### src/rtl/inv_bist.sv
// Built-in self-test for an N-bit inverter: sweeps every input vector
// and checks each response against the bitwise complement.
module inv_bist #(
    parameter int WIDTH  = 4,
    parameter int SETTLE = 1
) (
    input  logic             clk,
    input  logic             rst,
    input  logic             i_start,
    output logic [WIDTH-1:0] o_x,
    input  logic [WIDTH-1:0] i_y,
    output logic             o_busy,
    output logic             o_done,
    output logic             o_pass,
    output logic [WIDTH:0]   o_err_cnt,
    output logic             o_first_err_vld,
    output logic [WIDTH-1:0] o_first_err_x
);

    localparam logic [1:0] S_IDLE  = 2'd0;
    localparam logic [1:0] S_WAIT  = 2'd1;
    localparam logic [1:0] S_CHECK = 2'd2;
    localparam logic [1:0] S_DONE  = 2'd3;

    localparam int CW = (SETTLE > 1) ? $clog2(SETTLE) : 1;
    localparam logic [CW-1:0] LAST = CW'(SETTLE - 1);

    logic [1:0]    state;
    logic [CW-1:0] cnt;
    logic          mismatch;
    logic          last_x;

    assign mismatch = (i_y != ~o_x);
    assign last_x   = &o_x;

    always_ff @(posedge clk) begin
        if (rst) begin
            state           <= S_IDLE;
            cnt             <= '0;
            o_x             <= '0;
            o_err_cnt       <= '0;
            o_first_err_vld <= 1'b0;
            o_first_err_x   <= '0;
        end else begin
            case (state)
                S_IDLE, S_DONE: begin
                    if (i_start) begin
                        state           <= S_WAIT;
                        cnt             <= '0;
                        o_x             <= '0;
                        o_err_cnt       <= '0;
                        o_first_err_vld <= 1'b0;
                        o_first_err_x   <= '0;
                    end
                end
                S_WAIT: begin
                    if (cnt == LAST) begin
                        state <= S_CHECK;
                        cnt   <= '0;
                    end else begin
                        cnt <= cnt + 1'b1;
                    end
                end
                S_CHECK: begin
                    if (mismatch) begin
                        o_err_cnt <= o_err_cnt + 1'b1;
                        if (!o_first_err_vld) begin
                            o_first_err_vld <= 1'b1;
                            o_first_err_x   <= o_x;
                        end
                    end
                    // Stop on all-ones so o_x never wraps back to zero.
                    if (last_x) begin
                        state <= S_DONE;
                    end else begin
                        state <= S_WAIT;
                        o_x   <= o_x + 1'b1;
                        cnt   <= '0;
                    end
                end
                default: state <= S_IDLE;
            endcase
        end
    end

    assign o_busy = (state == S_WAIT) || (state == S_CHECK);
    assign o_done = (state == S_DONE);
    assign o_pass = o_done && (o_err_cnt == '0);

endmodule

### config.mk
export PLATFORM = sky130hd
export DESIGN_NAME = inv_bist
export DESIGN_NICKNAME = d
export VERILOG_FILES = /design/src/rtl/inv_bist.sv
export SDC_FILE = /design/constraint.sdc
export NUM_CORES = 1
export LEC_CHECK = 0
export BUFFER_PORTS_ARGS = -buffer_cell sky130_fd_sc_hd__buf_4
export CAP_MARGIN = 30
export CORE_MARGIN = 1.5
export CORE_UTILIZATION = 54
export CTS_BUF_LIST = sky130_fd_sc_hd__clkbuf_16
export CTS_CLUSTER_SIZE = 14
export DETAILED_ROUTE_END_ITERATION = 8
export PLACE_DENSITY_LB_ADDON = 0.1
export SETUP_SLACK_MARGIN = 0.15
export SYNTH_ARGS = -nofsm -noshare
export SYNTH_HDL_FRONTEND = slang
export SYNTH_SLANG_ARGS = --single-unit
### constraint.sdc
create_clock -name clk -period 4 [get_ports clk]
set_input_delay 0.8 -clock clk [delete_from_list [all_inputs] [get_ports clk]]
set_output_delay 0.8 -clock clk [all_outputs]
set_load 0.03 [all_outputs]
==> results.toml <==
[outcome]
status = "finished clean"

[placed_design]
post-place-ws_ns = 1.71
gp_congestion = 0.778
portBuffers = 23
hpwl_um = 1470

[power_and_ir_drop]
vdd_ir_drop_max_uv = 452
p_leak_nw = 0.469
powerDensity_mw_per_mm2 = 574
totalPowerFinal_mw = 0.640

[global_routing]
grt-ovfl-total = 0
antenna_found_initial = 0
grtUsageTotal_pct = 24.7
grt_max_degree = 17
grt_pass1_vias = 775
grt_pass1_wl_um = 3440

[route]
antenna_left = 0
wirelength_um = 2030
drt-initial-drc-count = 19
avgRoutedWirePerCell_um = 14.8
via_per_inst = 5.97
drc = 0
drtPass1Iterations = 4
vias = 818

[final_layout]
final_nets = 135
antennaDiodeCount = 0
drive_gt1_share_pct = 24.0
area_growth_pct = 28.8

[clock_tree]
clock_latency_ns = 0.24
root_buffer = "clkbuf_16"
cts_tree = "done"
cts-htree-levels = 1
ctsHoldBuffers = 0
clock-sinks = 16
cts.repair.resized = 0
cts_max_path_buffers = 2
cts_setup_buffers = 0
clkTransAtPathRegs_ns = 0.05
cts_buffers = 3

[sta]
setup-violations-final = 0
hold_violations = 0
max_freq_mhz = 425
timing.final.crit_share_pct = 58.9
tightest_slew_ns = 1.05
slew_viol_final = 0
grt_setup_unrepaired = "false"
slew_headroom_pct = 28.0
finalClockSkew_ns = 0.00298
fin_ws_ns = 1.64
tns_ns = 0
period_needed_ns = 2.36

[worst_setup_path]
cp.arrival_ns = 2.49
crit_buf_inv = 1
path_cells = "inv_1 > ha_1 > mux2i_1 > nor4_1 > a22o_2"
crit_type = "flop to flop"
rrSetupSlack_ns = 1.64
critPathRequiredTime_ns = 4.14
crit_path_end_kind = "flop"
slowest_delay_ns = 0.89
crit_family = "multiplexers"
crit_slowest_cell = "mux2i_1"
startpoint_type = "flop"
cp_max_fo = 15

[floorplanning]
initial_utilization_pct = 57.5
die_x_um = 43.0
fp.dieH_um = 43.0
row_count = 14
ios = 24
coreArea_mm2 = 0.00151
fp.dieArea_mm2 = 0.00185

[synth]
synthesis.area_um2 = 866
syn-num-nets = 111
ys_seq_area_share_pct = 37.0
yosys_warnings = 0
ys_ff_latch = 16
syn_inst = 98
synth_cell_types = 36
avgSynthCellArea_um2 = 8.84

[min_path]
hold_class = "flop to flop"

[job]
max-cap-violations = 0
==> path summary, 6_finish.rpt <==
kind | startpoint | end | cells past startpoint
worst max-delay path | state[0] | o_first_err_x[2] | 5
worst min-delay path | o_first_err_x[2] | o_first_err_x[2] | 1
worst max register to register | state[0] | o_first_err_x[2] | 5
worst min register to register | o_first_err_x[2] | o_first_err_x[2] | 1
==> report_power, final <==
group          total [mW]  internal (mW)  switching (mW)
Sequential          0.193          0.176          0.0174
Combinational       0.254         0.0900           0.164
Clock               0.193          0.132          0.0606
Total               0.640          0.398           0.242
==> layer usage <==
layer	vias up	GRT usage, %	share of wire [%]	wire length (µm)
met2	17	40.0	48	980
met4	0	7.27	0.49	10
met5	-	0	0	0
li1	409	-	-	-
met1	390	33.9	48	964
met3	2	3.83	3.5	71
==> through the flow <==
step	cells	util (%)	cell area [µm²]	hold slack (ns)
2_1_floorplan	98	-	866	0.511
3_3_place_gp	133	68.8	1040	0.464
3_5_place_dp	133	68.8	1040	0.472
4_1_cts	137	74.0	1110	0.484
5_1_grt	137	74.0	1110	0.500
6_report	137	74.0	1110	0.484
==> cells in the mapped netlist, drive strengths merged <==
cell type / number / share of area, %
mux2: 1 / 1.3
o22ai: 1 / 0.72
xor2: 4 / 4.0
a22o: 4 / 4.2
nor4: 2 / 1.4
nand3b: 1 / 0.87
a311oi: 1 / 1.0
a21o: 1 / 0.87
a21oi: 5 / 2.9
o21ai: 4 / 2.3
dfxtp: 16 / 37
a41oi: 1 / 1.0
clkbuf: 1 / 0.58
mux2i: 1 / 1.2
and4: 2 / 2.2
buf: 3 / 2.0
or2b: 1 / 0.87
xnor2: 1 / 1.0
ha: 6 / 8.7
o21bai: 1 / 0.87
nand2b: 3 / 2.2
nor3: 1 / 0.58
nor3b: 1 / 0.87
nand4: 2 / 1.4
o211ai: 2 / 1.7
nor2: 5 / 2.2
a211oi: 2 / 1.7
or4: 2 / 1.7
o31ai: 1 / 0.87
inv: 5 / 2.2
nand2: 6 / 2.6
nand3: 7 / 4.0
a31oi: 4 / 2.9
==> kinds of logic after synthesis <==
kind of cell	Yosys count	synth area share, %
xor gates and xnor gates	5	5.06
adders and majority gates	6	8.67
and+or+nand+nor	33	21.0
muxes	2	2.46
buffers and inverters	9	4.77
DFF	16	37.0
AOI/OAI and AO/OA	27	21.1
==> flip-flops by register name (all words and copies together), names as in the netlist <==
signal           cells
o_first_err_vld      1
o_err_cnt            5
o_first_err_x        4
state                2
o_x                  4
==> area by class of cell <==
class / count / area, µm²
repair buffers: 23 / 173
clock buffers: 3 / 75.1
clock inverters: 1 / 3.75
multi-input cells: 73 / 504
well taps: 16 / 20.0
inverters: 5 / 18.8
flip-flops and latches: 16 / 320
fillers: 120 / 392
==> cell usage in the layout, fill, tap and decap left out, types with 3 or more instances in the layout <==
cell type | netlist | layout
dfxtp_1 | 16 | 16
clkbuf_16 | 0 | 3
buf_4 | 1 | 23
a22o_1 | 3 | 3
ha_1 | 6 | 6
o21ai_0 | 4 | 4
nand2b_1 | 3 | 3
nor2_1 | 5 | 5
a21oi_1 | 5 | 5
inv_1 | 5 | 5
a31oi_1 | 4 | 4
xor2_1 | 4 | 4
nand3_1 | 7 | 7
nand2_1 | 6 | 6
Note: power is estimated with default switching activity, not from simulation.
